`config.mk`:
```
export PLATFORM = sky130hd
export DESIGN_NAME = fetch_prefetch_unit
export DESIGN_NICKNAME = d
export VERILOG_FILES = /design/src/rtl/fetch_pkg.sv /design/src/rtl/fetch_fifo.sv /design/src/rtl/fetch_prefetch_unit.sv
export SDC_FILE = /design/constraint.sdc
export NUM_CORES = 1
export LEC_CHECK = 0
export ABC_AREA = 1
export ABC_CLOCK_PERIOD_IN_PS = 2500
export BUFFER_PORTS_ARGS = -buffer_cell sky130_fd_sc_hd__clkbuf_2
export CORE_MARGIN = 2
export CORE_UTILIZATION = 54
export CTS_CLUSTER_DIAMETER = 200
export CTS_CLUSTER_SIZE = 28
export DETAILED_ROUTE_END_ITERATION = 7
export GPL_ROUTABILITY_DRIVEN = 0
export PLACE_DENSITY_LB_ADDON = 0.15
export SYNTH_ARGS = -nofsm -noshare
export SYNTH_HDL_FRONTEND = slang
export SYNTH_HIERARCHICAL = 1
export SYNTH_SLANG_ARGS = --single-unit
```
`constraint.sdc`:
```
create_clock -name clk -period 2.5 [get_ports clk]
set_input_delay 0 -clock clk [delete_from_list [all_inputs] [get_ports clk]]
set_output_delay 0 -clock clk [all_outputs]
set_load 0.02 [all_outputs]
```
`src/rtl/fetch_pkg.sv`:
```
// fetch_pkg: shared types, default sizes and count-width helper for the fetch unit
package fetch_pkg;
  localparam int FETCH_BITS = 32;
  localparam int FETCH_FIFO_DEPTH = 4;
  localparam int FETCH_MAX_OUT = 2;
  function automatic int cnt_w(input int n);
    return $clog2(n + 1);
  endfunction
  localparam int FIFO_CNT_W = cnt_w(FETCH_FIFO_DEPTH);
  localparam int OUT_CNT_W = cnt_w(FETCH_MAX_OUT);
  typedef enum logic [1:0] {INIT, RUN, FAULT} state_t;
  typedef struct packed {
    logic [FETCH_BITS-1:0] pc;
    logic [FETCH_BITS-1:0] instr;
  } fetch_entry_t;
endpackage

```
`src/rtl/fetch_fifo.sv`:
```
// fetch_fifo: synchronous in-order buffer of fetched {pc, instr} entries with flush
module fetch_fifo
  import fetch_pkg::*;
#(
  parameter int DEPTH = FETCH_FIFO_DEPTH,
  parameter int CW = cnt_w(DEPTH)
) (
  input  logic         clk,
  input  logic         rst,
  input  logic         push_i,
  input  logic         pop_i,
  input  logic         flush_i,
  input  fetch_entry_t din_i,
  output fetch_entry_t dout_o,
  output logic [CW-1:0] count_o,
  output logic         empty_o,
  output logic         full_o
);
  localparam int AW = $clog2(DEPTH);
  fetch_entry_t mem_q [DEPTH];
  logic [AW-1:0] wr_q, rd_q;
  logic [CW-1:0] cnt_q;
  // storage and pointers; flush empties the buffer but leaves stale data unseen
  always_ff @(posedge clk or negedge rst) begin
    if (!rst) begin
      for (int i = 0; i < DEPTH; i++) mem_q[i] <= '0;
      wr_q <= '0;
      rd_q <= '0;
      cnt_q <= '0;
    end else if (flush_i) begin
      wr_q <= '0;
      rd_q <= '0;
      cnt_q <= '0;
    end else begin
      if (push_i) mem_q[wr_q] <= din_i;
      if (push_i) wr_q <= wr_q + AW'(1);
      if (pop_i) rd_q <= rd_q + AW'(1);
      cnt_q <= cnt_q + CW'(push_i) - CW'(pop_i);
    end
  end
  assign dout_o = mem_q[rd_q];
  assign count_o = cnt_q;
  assign empty_o = cnt_q == '0;
  assign full_o = cnt_q == CW'(DEPTH);
endmodule

```
`src/rtl/fetch_prefetch_unit.sv`:
```
// fetch_prefetch_unit: PC-driven pipelined fetch with credit-limited issue; FETCH_MISALIGN_TRAP_EN adds misaligned-redirect trap
module fetch_prefetch_unit
  import fetch_pkg::*;
#(
  parameter int BITS = FETCH_BITS,
  parameter int FIFO_DEPTH = FETCH_FIFO_DEPTH,
  parameter int MAX_OUTSTANDING = FETCH_MAX_OUT,
  parameter int PC_STEP = 4,
  parameter logic [BITS-1:0] RESET_PC = '0
) (
  input  logic            clk,
  input  logic            rst,
  input  logic            fetch_en,
  input  logic            redirect,
  input  logic [BITS-1:0] redirect_pc,
  output logic            proc_req,
  output logic            we,
  output logic [BITS-1:0] ADDR_OUT,
  input  logic            mem_rdy,
  input  logic            valid,
  input  logic [BITS-1:0] RDATA,
  output logic            instr_valid,
  input  logic            instr_ready,
  output logic [BITS-1:0] INSTR_OUT,
  output logic [BITS-1:0] PC_OUT,
  output logic            PC_en
`ifdef FETCH_MISALIGN_TRAP_EN
  ,
  output logic            misalign_fault
`endif
);
  localparam int CW = cnt_w(FIFO_DEPTH);
  localparam int OW = cnt_w(MAX_OUTSTANDING);
  localparam int QW = MAX_OUTSTANDING > 1 ? $clog2(MAX_OUTSTANDING) : 1;
  state_t state_q, state_d;
  logic [BITS-1:0] pc_q, pc_d;
  logic [OW-1:0] out_q, out_d, drop_q, drop_d;
  logic [BITS-1:0] pcq_q [MAX_OUTSTANDING];
  logic [QW-1:0] head_q, tail_q;
  logic [CW-1:0] count;
  logic accept, resp, push, pop, empty, full;
  fetch_entry_t head;
  assign resp = valid && out_q != '0;
  assign proc_req = state_q == RUN && fetch_en && !redirect && int'(out_q) < MAX_OUTSTANDING
                    && int'(count) + int'(out_q) - int'(drop_q) < FIFO_DEPTH;
  assign accept = proc_req && mem_rdy;
  assign push = resp && drop_q == '0 && !redirect;
  assign pop = !empty && instr_ready;
  assign we = 1'b0;
  assign ADDR_OUT = pc_q;
  assign PC_en = accept;
  assign instr_valid = !empty;
  assign INSTR_OUT = head.instr;
  assign PC_OUT = head.pc;
`ifdef FETCH_MISALIGN_TRAP_EN
  logic misaligned;
  assign misaligned = (redirect_pc % BITS'(PC_STEP)) != '0;
  assign misalign_fault = state_q == FAULT;
`endif
  // next state: redirect sets PC and how many in-flight responses are stale
  always_comb begin
`ifdef FETCH_MISALIGN_TRAP_EN
    state_d = redirect ? (misaligned ? FAULT : RUN) : state_q == INIT ? RUN : state_q;
`else
    state_d = state_q == INIT ? RUN : state_q;
`endif
    pc_d = redirect ? redirect_pc : accept ? pc_q + BITS'(PC_STEP) : pc_q;
    out_d = out_q + OW'(accept) - OW'(resp);
    drop_d = redirect ? out_q - OW'(resp) : resp && drop_q != '0 ? drop_q - OW'(1) : drop_q;
  end
  // control registers
  always_ff @(posedge clk or negedge rst) begin
    if (!rst) begin
      state_q <= INIT;
      pc_q <= RESET_PC;
      out_q <= '0;
      drop_q <= '0;
    end else begin
      state_q <= state_d;
      pc_q <= pc_d;
      out_q <= out_d;
      drop_q <= drop_d;
    end
  end
  // request-PC queue pairs each response with the address that produced it
  always_ff @(posedge clk or negedge rst) begin
    if (!rst) begin
      for (int i = 0; i < MAX_OUTSTANDING; i++) pcq_q[i] <= '0;
      head_q <= '0;
      tail_q <= '0;
    end else begin
      if (accept) pcq_q[tail_q] <= pc_q;
      if (accept) tail_q <= tail_q == QW'(MAX_OUTSTANDING - 1) ? '0 : tail_q + QW'(1);
      if (resp) head_q <= head_q == QW'(MAX_OUTSTANDING - 1) ? '0 : head_q + QW'(1);
    end
  end
  fetch_fifo #(.DEPTH(FIFO_DEPTH), .CW(CW)) u_buf (
    .clk    (clk),
    .rst    (rst),
    .push_i (push),
    .pop_i  (pop),
    .flush_i(redirect),
    .din_i  ('{pc: pcq_q[head_q], instr: RDATA}),
    .dout_o (head),
    .count_o(count),
    .empty_o(empty),
    .full_o (full)
  );
  a_no_orphan_resp: assert property (@(posedge clk) disable iff (!rst) !(valid && out_q == '0));
  a_no_push_full: assert property (@(posedge clk) disable iff (!rst) !(push && full));
endmodule
```
## Word level (Yosys, flattened, before mapping)

Index checks and enable logic that the tools add are counted.

- Register bits after elaboration: 366
- Output and inout bits: 100

- Add/sub/neg operators: 13
- $lt $le $gt $ge: 8
- Muxes and demuxes: 23
- Bitwise logic cells: 5
- Reduce and logical (&&, ||, !) cells: 24

Operator list:

| cell | count |
|---|---|
| 256-bit bitwise mux | 1 |
| 32-bit two-way mux | 6 |
| 64-bit two-way mux | 3 |
| 64-bit binary-select mux with 2-bit select | 1 |
| 64-bit demux with 2-bit select | 1 |
| 64-bit bitwise mux | 1 |
| 32-bit by 3-bit adder with 32-bit output (second input constant) | 1 |
| 32-bit demux with 1-bit select | 1 |
| 1-bit logical AND | 12 |
| 2-bit two-way mux | 6 |
| 2-bit nonzero test | 6 |
| 3-bit >= comparator (second input constant) | 2 |
| 2-bit inverter with 3-bit output | 2 |
| 5-bit by 4-bit < comparator with 1-bit output (second input constant) | 1 |
| 4-bit by 2-bit subtractor with 5-bit output | 1 |
| 2-bit by 1-bit adder with 2-bit output (second input constant) | 2 |
| 3-bit by 2-bit adder with 4-bit output | 1 |
| 2-bit >= comparator (second input constant) | 2 |
| 2-bit logical NOT | 2 |
| 1-bit inverter with 2-bit output | 2 |
| 2-bit by 1-bit subtractor with 2-bit output | 2 |
| 3-bit by 1-bit adder with 3-bit output | 1 |
| 3-bit logical NOT | 1 |
| 3-bit by 1-bit < comparator with 1-bit output (second input constant) | 1 |
| 11 further kinds | 14 |

## Logic depth before layout (Yosys ltp)

Gate-level depths: netlist of run 1.

- Word-level depth: 7
- Mapped depth: 17
- Gate-level depth less buffers: 16

## Cells and area by module

Netlist of run 1, hierarchy kept.

By module, submodules not included:

| module | times used | cells an instance | area an instance (um^2) | seq. area each (um^2) |
|---|---|---|---|---|
| fetch_fifo | 1 | 1430 | 11942.7 | 6581.3 |
| fetch_prefetch_unit | 1 | 885 | 6123.4 | 2577.5 |

## Worst setup path before layout of run 1

No wires, ideal clock.

- Path type: reg2reg
- From: reg out_q[1]
- To: reg out_q[1]
- Setup time: 131 ps
- Data arrival time: 2496 ps
- Slack: -127 ps
- Cell stages (with the launch flop): 18
- Buffers on the path: 1
- Period minus slack after synthesis: 2627 ps
- Cells stage by stage: dfrtp_1 inv_1 fa_1 inv_1 ha_1 nand2_1 inv_1 nand2_1 nand2_1 nand2_1 nand2_1 nand2_2 nand2_2 nand3_2 buf_2 inv_1 ha_1 xor2_1

- Word-level cells in the longest chain between the ends: 7

RTL lines:

| what | line | source |
|---|---|---|
| start: declaration | fetch_prefetch_unit.sv:37 | `logic [OW-1:0] out_q, out_d, drop_q, drop_d;` |
| start signal: assignment | fetch_prefetch_unit.sv:81 | `out_q <= out_d;` |
| 3-bit by 2-bit adder with 4-bit output | fetch_prefetch_unit.sv:45 | `&& int'(count) + int'(out_q) - int'(drop_q) < FIFO_DEPTH;` |
| 4-bit by 2-bit subtractor with 5-bit output | fetch_prefetch_unit.sv:45 |  |
| 5-bit by 4-bit < comparator with 1-bit output | fetch_prefetch_unit.sv:45 |  |
| 1-bit logical AND (*) | fetch_prefetch_unit.sv:45 |  |
| 1-bit logical AND (*) | fetch_prefetch_unit.sv:46 | `assign accept = proc_req && mem_rdy;` |
| net PC_en | fetch_prefetch_unit.sv:26 | `output logic PC_en` |
| 2-bit by 1-bit adder with 2-bit output (*) | fetch_prefetch_unit.sv:68 | `out_d = out_q + OW'(accept) - OW'(resp);` |
| 2-bit by 1-bit subtractor with 2-bit output (*) | fetch_prefetch_unit.sv:68 |  |
| net out_d[1] | fetch_prefetch_unit.sv:37 |  |

The timed path passes the listed nets; every way through them passes the cells marked *.
A chain may end at the register's enable or synchronous reset.

## Worst setup path in the final report of run 1

- From: reg drop_q[1]
- To: out proc_req

- Word-level cells in the longest chain between the ends: 3

RTL lines:

| what | line | source |
|---|---|---|
| start: declaration | fetch_prefetch_unit.sv:37 |  |
| start signal: assignment | fetch_prefetch_unit.sv:82 | `drop_q <= drop_d;` |
| 4-bit by 2-bit subtractor with 5-bit output | fetch_prefetch_unit.sv:45 |  |
| 5-bit by 4-bit < comparator with 1-bit output | fetch_prefetch_unit.sv:45 |  |
| 1-bit logical AND | fetch_prefetch_unit.sv:45 |  |
| end: declaration | fetch_prefetch_unit.sv:16 | `output logic proc_req,` |

No other way between the ends.

==> impl_metrics.toml, run 1 <==
[sta]
tightest_slew_ns = 0.740
setup_violations = 99
fmax_mhz = 360
finalHoldViolCount = 0
period_needed_ns = 2.78
drv_slew = 0
rsz0062_at_grt = "true"
whs_ns = 0.104
post-route-period-util = 1.11
clock_skew_ns = 0.0413
setup_slack_ns = -0.280
slew_headroom = 0.506

[routing]
drtIter0Drc = 1160
ant_nets = 0
drc_errors = 0
drt-vias-per-instance = 5.38
vias = 15700
dr.pass1.iters = 5
wirelength_um = 47000
drt-wirelength-per-cell_um = 16.1

[global_routing]
grt_pass1_wl_um = 74800
grt_pass1_vias = 14900
antenna_found_initial = 0
grt_start_max_net_pins = 129
gr-total-overflow = 0
track_usage = 0.255

[critical_path]
cp-start-kind = "flip-flop"
cpMostUsedCell = "nand2_2"
ff2ff_path_depth = 15
required_ns = 2.50
rr_endpoint = "ADDR_OUT[2]"
worstSetupEndpoint = "proc_req"
crit_chain = "fa_2 -> inv_2 -> ha_4 -> nand3b_1 -> nand2_2 -> nand2_2 -> nand2_2 -> nand2_4 -> a21oi_4 -> buf_12 -> buf_8"
r2r_setup_slack_ns = -0.21
slowest_stage = "fa_2"
cp.arrival_ns = 2.78
cp-end-kind = "primary output"
path_class = "flip-flop to primary output"
crit_path_max_fanout = 3
reg2reg_from = "drop_q[1]"
crit_start = "drop_q[1]"
critPathMaxStageDelay_ns = 0.55

[synth]
synth_area_mm2 = 0.0181
synth_warnings = 6
synth_nets = 2402
synth_area_per_cell_um2 = 7.81
syn_inst = 2314

[layout]
n_antenna_cell = 0
multi_input_area_mm2 = 0.00768
final-seq-area_mm2 = 0.00916
area_delta_synth_final_pct = 17.8
fin_cells = 2921
drive_above_1_share = 0.144
nets = 2567
fillers = 2834

[placement]
io_buffers = 169
hpwl_um = 27400
dp.cells = 2815
place_ws_ns = 0.0105

[clock_network]
cts-root-buf = "clkbuf_16"
cts_tree = "done"
numCtsBuffers = 17
clock_sinks = 366
clkTransAtPathRegs_ns = 0.11
cts_max_level = 1
clk_latency_ns = 0.54
clock_path_buffers = 3

[run_status]
outcome = "finished, violations left"
violations = "setup timing"

[floorplanning]
die-width_um = 187
die_h_um = 187
core_area_mm2 = 0.0327
die-area_mm2 = 0.0349
num_io_pins = 171
row_count = 66
start_util = 0.552

[pwr]
power_density_mw_per_mm2 = 904
finalPower_uw = 19200
leakagePower_uw = 0.0110
vdd_drop_max_uv = 455

[worst_hold_path]
hold_class = "input pin to async pin"

[run]
drv_cap = 0
==> layer usage <==
metal,vias to the layer above,routed length [um],GRT usage
met5,-,0,0
met4,0,1030,0.0562
met3,72,2740,0.0287
met2,506,22200,0.434
met1,7424,21100,0.356
li1,7708,-,-
==> worst max-delay path, delay by kind of cell, from the launching register on <==
family / cells / cell delay (ns)
AO/OA/AOI/OAI: 1 / 0.19
flip-flops: 1 / 0.44
AND/OR/NAND/NOR: 5 / 0.51
buffers and inverters: 3 / 0.28
adder cells (fa/ha/maj): 2 / 0.81
==> worst min path at each step <==
stage / start / to / slack (ns)
final: rst / u_buf/mem_q[73] / 0.10
after global placement: rst / u_buf/mem_q[73] / 0.09
after detailed placement: rst / u_buf/mem_q[73] / 0.08
after floorplan: rst / ADDR_OUT[0] / -0.30
after CTS: rst / u_buf/mem_q[73] / 0.12
after global routing: rst / u_buf/mem_q[73] / 0.16
==> layout make-up <==
type | count | share of cell area
timing repair buffer | 301 | 0.119
clock buffer | 18 | 0.0202
sequential | 366 | 0.431
multi-input combinational | 1557 | 0.361
tap | 442 | 0.0260
clock inverter | 1 | 0.00141
inverter | 236 | 0.0420
==> metrics by stage <==
step                      setup TNS (ns)  area, um^2   util
after CTS                          -4.68       20700  0.632
after global placement                 0       19400  0.593
final                             -15.58       21300  0.650
after detailed placement               0       19400  0.593
after global routing              -22.78       21300  0.650
after floorplan                        0       18100      -
==> state kept, by name, indices dropped and copies added, names as in the netlist, 2 cells and up <==
signal         count
pcq_q             64
ADDR_OUT          32
u_buf/mem_q      256
out_q              2
u_buf/rd_q         2
drop_q             2
u_buf/wr_q         2
u_buf/count_o      3
==> where the power goes <==
group / leakage, uW / internal [uW] / switching [uW]
combinational: 0.00585 / 2860 / 5330
clock: 0.000222 / 1270 / 1890
sequential: 0.00497 / 7020 / 849
total: 0.0110 / 11200 / 8070
==> layout by cell type, fill, tap and decap left out, types with 3 or more instances in the layout <==
| cell | count |
|---|---|
| dlygate4sd3_1 | 69 |
| inv_1 | 227 |
| buf_12 | 23 |
| dfrtp_1 | 365 |
| nor2_1 | 53 |
| nand2_2 | 52 |
| buf_4 | 23 |
| xor2_1 | 3 |
| clkbuf_2 | 166 |
| buf_8 | 7 |
| inv_2 | 6 |
| buf_6 | 5 |
| o21ai_1 | 5 |
| nand4_1 | 65 |
| ha_1 | 13 |
| o21ai_0 | 266 |
| nand2_4 | 29 |
| a21oi_1 | 6 |
| xnor2_1 | 6 |
| nand3_1 | 42 |
| nor2_2 | 3 |
| o211ai_1 | 128 |
| clkbuf_16 | 23 |
| nand2_1 | 847 |
| nand3b_1 | 15 |
==> timing repair <==
item | 4_1_cts | 5_1_grt
setup endpoints to repair | 12 | 104
hold buffers | 69 | 0
setup buffers | 5 | 3
gates cloned | 1 | 9
resized for setup | 13 | 121
hold endpoints to repair | 251 | 0
pin swaps | 6 | 9
Note: power is estimated with default switching activity, not from simulation.
==> run 2, diff against run 1 <==
SYNTH_HIERARCHICAL = not set   (was 1)
==> run 2 against run 1 <==
- the flow still finishes with violations (setup timing)
- critical path type is now flip-flop to flip-flop
- count of clock-buffer cells in the layout did not move
- maximum frequency rose by 4.9%
- first-iteration DRC count grew 10%
- combinational power increased by 1%
- highest routed layer unchanged
- clock skew grew 0.0030 ns
- clock power hardly changed
==> impl_metrics.toml, run 2 <==
[sta]
finalHoldViolCount = 0
post-route-period-util = 1.06
clock_skew_ns = 0.0443
fin_setup_tns_ns = -6.31
drv_slew = 0
rsz0062_at_grt = "true"
setup_slack_ns = -0.150
tightest_slew_ns = 0.722
whs_ns = 0.0780
slew_headroom = 0.519
period_needed_ns = 2.65
fmax_mhz = 377
setup_violations = 84

[layout]
fin_util = 0.649
mostFrequentLayoutCell = "nand2_1"
drive_above_1_share = 0.180
largest_register_ffs = 256
largest-register = "u_buf.mem_q"
nets = 2472
final_cell_mix = "nand2_1, dfrtp_1, o21ai_0, nor2_1, clkbuf_2"
n_antenna_cell = 0
fillers = 2743
area_delta_synth_final_pct = 19.2

[synth]
yosys.area_share.xor_xnor = 0.00648
synth_nets = 2287
synth_area_per_cell_um2 = 7.99
synth.top_cell.area_share = 0.521
synth-simple-area-share = 0.278
synth_cell_types = 38
synth_top_family_by_area = "simple AND/OR/NAND/NOR gates"
syn_inst = 2199
async_flop_share = 1.00
synth.area.mux_share = 0.0205
synth_fa_ha_area_frac = 0.0130
yosys-top-cells-count = "nand2_1, dfrtp_1, o21ai_0"
ys.flop_type = "dfrtp_1"
synth_warnings = 0
ys_ff_latch = 366
synth_area_mm2 = 0.0176
yosysMostFrequentCell = "nand2_1"
ys_seq_area_frac = 0.521
yosysTopAreaCell = "dfrtp_1"
synth_compound_area_frac = 0.105
synth_edf_count = 0
synth_area_leaders = "dfrtp_1, nand2_1, o21ai_0"

[critical_path]
reg2reg_from = "u_buf.count_o[1]"
ff2ff_path_depth = 16
crit_family = "adder cells"
slowest_stage = "fa_2"
crit_cells = 16
required_ns = 2.91
r2r_setup_slack_ns = -0.15
cp.arrival_ns = 3.06
cpMostUsedCell = "nand2_2"
worst-path-buf-inv = 5
crit_path_max_fanout = 8
cp-start-kind = "flip-flop"
critPathMaxStageDelay_ns = 0.56
cp-end-kind = "flip-flop"
crit_chain = "inv_2 -> fa_2 -> inv_2 -> ha_4 -> nand3b_1 -> nand2_2 -> nand2_2 -> nand2_2 -> nand2_4 -> nand2_4 -> buf_6 -> nand4_1 -> buf_6 -> clkbuf_16 -> nand2_2 -> nand2_1"
rr_endpoint = "pcq_q[18]"
path_class = "flip-flop to flip-flop"

[floorplanning]
die-area_mm2 = 0.0340
num_io_pins = 171
die-width_um = 184
die_h_um = 184
row_count = 66
core_area_mm2 = 0.0323
start_util = 0.544

[run]
drv_cap = 0

[clock_network]
clk_latency_ns = 0.52
clock_path_buffers = 3
cts_max_level = 1
cts-root-buf = "clkbuf_16"
numCtsBuffers = 17
clock_sinks = 366
clkTransAtPathRegs_ns = 0.11
cts_tree = "done"

[pwr]
leakagePower_uw = 0.0109
finalPower_uw = 19600
vdd_drop_max_uv = 495
power_density_mw_per_mm2 = 934

[global_routing]
grt_pass1_vias = 14900
grt_pass1_wl_um = 75800
track_usage = 0.275
antenna_found_initial = 0
grt_start_max_net_pins = 102
gr-total-overflow = 0

[routing]
drt-wirelength-per-cell_um = 17.1
drtIter0Drc = 1277
drc_errors = 0
wirelength_um = 48300
ant_nets = 0
vias = 15600
drt-vias-per-instance = 5.53
dr.pass1.iters = 6

[placement]
io_buffers = 169
hpwl_um = 29000

[run_status]
violations = "setup timing"
outcome = "finished, violations left"

[worst_hold_path]
hold_class = "input pin to async pin"
[run 2: cell type report]
cell class                      count  area (um^2)  area share
Inverter                           71          270      0.0129
Tap cell                          442          553      0.0264
Timing Repair Buffer              313         2590       0.124
Multi-Input combinational cell   1615         7920       0.378
Sequential cell                   366         9160       0.437
Clock buffer                       18          429      0.0205
Clock inverter                      1         30.0     0.00143
[run 2: worst max path at each step]
stage,end,startpoint,slack [ns]
floorplan,out_q[1],out_q[1],0.005
CTS,proc_req,out_q[1],-0.16
global route,proc_req,u_buf.count_o[1],-0.24
finish,pcq_q[18],u_buf.count_o[1],-0.15
detailed placement,ADDR_OUT[10],u_buf.count_o[1],0.04
global placement,ADDR_OUT[18],u_buf.count_o[1],0.09
[run 2: layer usage]
layer / vias up / GRT usage / wire length [um]
met1: 7532 / 0.390 / 21400
met3: 84 / 0.0304 / 2870
li1: 7455 / - / -
met5: - / 0 / 0
met2: 560 / 0.457 / 22900
met4: 0 / 0.0621 / 1100
[run 2: what timing repair did]
item                                   CTS  global route
cloned                                   0            12
resized for setup                       10           159
pin swaps                                4            24
setup endpoints to repair                4            98
endpoints found under the hold margin  329             0
buffers inserted                         5             5
hold buffers                            69             0
[run 2: stage by stage]
stage,instance area (um^2),setup slack (ns),std cells
global route,21000,-0.244,2826
CTS,20100,-0.157,2809
floorplan,17600,0.00485,2199
global placement,18900,0.0912,2716
detailed placement,18900,0.0370,2716
finish,21000,-0.150,2826
[run 2: logic make-up after synthesis]
group                    Yosys count
adder cells (fa/ha/maj)           17
buffers and inverters            218
other                              2
AND/OR/NAND/NOR                 1203
flip-flops                       366
multiplexers                      32
XOR/XNOR                          13
AO/OA/AOI/OAI                    348
[run 2: where the power goes]
group	switching, uW	internal, uW	leakage, uW
Sequential	975	7170	0.00495
Combinational	5220	3060	0.00577
Clock	1870	1270	0.000222
Total	8060	11500	0.0109
==> run 3, diff against run 2 <==
ABC_AREA = not set   (was 1)
CORE_UTILIZATION = 53   (was 54)
==> run 3 against run 2 <==
- design area fell by 3.7%
- largest cell class unchanged
- critical path depth decreased by 6
- highest routed layer unchanged
- first-iteration DRC count shrank 48%
- register-to-register slack got worse by 0.49 ns
- the run still ends with setup timing left
- clock power hardly changed
- combinational power decreased by 9.1%
- total power is 3.1% lower
==> impl_metrics.toml, run 3 <==
[synth]
synth.top_cell.area_share = 0.555
synth_warnings = 0
yosysTopAreaCell = "dfrtp_1"
yosysMostFrequentCell = "dfrtp_1"
synth_area_leaders = "dfrtp_1, mux2_2, mux4_2"
synth_area_per_cell_um2 = 15.0
ys_ff_latch = 366
synth_area_mm2 = 0.0165
synth_cell_types = 43
ys_seq_area_frac = 0.555
syn_inst = 1101
async_flop_share = 1.00
yosys-top-cells-count = "dfrtp_1, mux2_2, mux4_2"
ys.flop_type = "dfrtp_1"
synth_edf_count = 0
synth_nets = 1189

[sta]
setup_violations = 99
fmax_mhz = 319
drv_slew = 0
clock_skew_ns = 0.0432
post-route-period-util = 1.25
finalHoldViolCount = 0
slew_headroom = 0.519
setup_slack_ns = -0.637
whs_ns = 0.0556
rsz0062_at_grt = "true"
period_needed_ns = 3.14
tightest_slew_ns = 0.722

[layout]
largest_register_ffs = 256
drive_above_1_share = 0.530
multi_input_area_mm2 = 0.00728
n_antenna_cell = 0
final_cell_mix = "dfrtp_1, mux2_2, clkbuf_2, dlygate4sd3_1, mux4_2"
largest-register = "u_buf.mem_q"
area_delta_synth_final_pct = 22.1
final-seq-area_mm2 = 0.00917
nets = 1472
mostFrequentLayoutCell = "dfrtp_1"
fillers = 2243

[critical_path]
crit_path_max_fanout = 6
cp.arrival_ns = 3.59
worst-path-buf-inv = 3
crit_cells = 10
r2r_setup_slack_ns = -0.64
reg2reg_from = "drop_q[1]"
cp-start-kind = "flip-flop"
rr_endpoint = "ADDR_OUT[26]"
cp-end-kind = "flip-flop"
worstSetupEndpoint = "ADDR_OUT[26]"
critPathMaxStageDelay_ns = 0.52
crit_start = "drop_q[1]"
ff2ff_path_depth = 10
required_ns = 2.95
slowest_stage = "fa_1"
crit_family = "simple AND/OR/NAND/NOR gates"
crit_chain = "fa_1 -> inv_2 -> ha_4 -> and3b_1 -> or4_4 -> a31o_4 -> buf_8 -> buf_12 -> or4_4 -> a31oi_2"
path_class = "flip-flop to flip-flop"
cpMostUsedCell = "or4_4"

[global_routing]
track_usage = 0.228
grt_start_max_net_pins = 84
grt_pass1_vias = 11000
gr-total-overflow = 0
grt_pass1_wl_um = 60000
antenna_found_initial = 0

[pwr]
finalPower_uw = 19000
leakagePower_uw = 0.00947
vdd_drop_max_uv = 556
power_density_mw_per_mm2 = 940

[floorplanning]
start_util = 0.539
row_count = 64
num_io_pins = 171
die-width_um = 181
die-area_mm2 = 0.0326
core_area_mm2 = 0.0307
die_h_um = 181

[placement]
place_ws_ns = -0.637
hpwl_um = 23600
io_buffers = 169

[run_status]
outcome = "finished, violations left"
violations = "setup timing"

[clock_network]
clock_sinks = 366
cts-root-buf = "clkbuf_16"
clk_latency_ns = 0.52
clkTransAtPathRegs_ns = 0.12
clock_path_buffers = 3
cts_max_level = 1
numCtsBuffers = 17
cts_tree = "done"

[routing]
drc_errors = 0
ant_nets = 0
dr.pass1.iters = 5
drt-wirelength-per-cell_um = 20.9
drtIter0Drc = 661
vias = 10400
drt-vias-per-instance = 5.82
wirelength_um = 37200

[worst_hold_path]
hold_class = "input pin to async pin"

[run]
drv_cap = 0
==> run 3: cell types whose count changed after synthesis, moves of 16 or more <==
cell      delta
nand2_1    -856
nor2_1     -151
inv_1       -46
buf_2       -17
clkbuf_1    -54
o21ai_0    -247
mux2_2     +322
nand4_1     -54
nand3_1     -28
mux4_2      +64
or4_1       +16
o22ai_1     -64
==> run 3: routing by layer <==
layer	GRT usage	vias up	routed length [um]
met5	0	-	0
met4	0.0519	0	748
met3	0.0289	63	1460
met1	0.317	5432	16300
met2	0.387	234	18800
li1	-	4624	-
==> run 3: worst min-delay path by stage <==
stage	start	to	slack (ns)	depth (start not counted)
floorplan	rst	ADDR_OUT[0]	-0.30	0
global placement	rst	u_buf.mem_q[184]	0.06	1
detailed placement	rst	u_buf.mem_q[184]	0.07	1
CTS	instr_ready	u_buf.rd_q[1]	0.08	6
global route	rst	u_buf.mem_q[120]	0.12	2
finish	rst	u_buf.mem_q[56]	0.06	2
==> run 3: power breakdown <==
group | internal [uW] | switching [uW] | total, uW
Combinational | 3940 | 3590 | 7530
Clock | 1270 | 1850 | 3120
Sequential | 7380 | 936 | 8320
==> run 3: layout make-up <==
class	count	share of cell area
sequential	366	0.454
multi-input combinational	643	0.361
timing repair buffer	334	0.133
tap	396	0.0246
clock buffer	18	0.0213
inverter	22	0.00428
clock inverter	1	0.00149
==> run 3: repair_timing <==
action,in CTS,in global routing
setup endpoints to repair,100,100
endpoints found under the hold margin,245,0
pin swaps,17,23
setup buffers,11,9
cloned,4,2
gates resized for setup,30,72
hold buffers,78,0
==> run 3: cell families (layout without fill, tap and decap cells) <==
kind of cell	count (synthesis)	count (layout)	synth area share
muxes	418	418	0.329
and+or+nand+nor	126	126	0.0407
AOI/OAI and AO/OA	64	64	0.0277
xor gates and xnor gates	16	16	0.00849
buffers and inverters	92	375	0.0257
DFF	366	366	0.555
other	2	2	0.000455
adders and majority gates	17	17	0.0138
==> run 3: per-stage QoR <==
| step | TNS, ns | util | instance area (um^2) | std cells |
|---|---|---|---|---|
| 2_1_floorplan | -55.41 | - | 16600 | 1101 |
| 3_3_place_gp | -51.98 | 0.599 | 18400 | 1666 |
| 3_5_place_dp | -54.27 | 0.599 | 18400 | 1666 |
| 4_1_cts | -58.83 | 0.650 | 19900 | 1778 |
| 5_1_grt | -59.11 | 0.658 | 20200 | 1780 |
| 6_report | -51.15 | 0.658 | 20200 | 1780 |
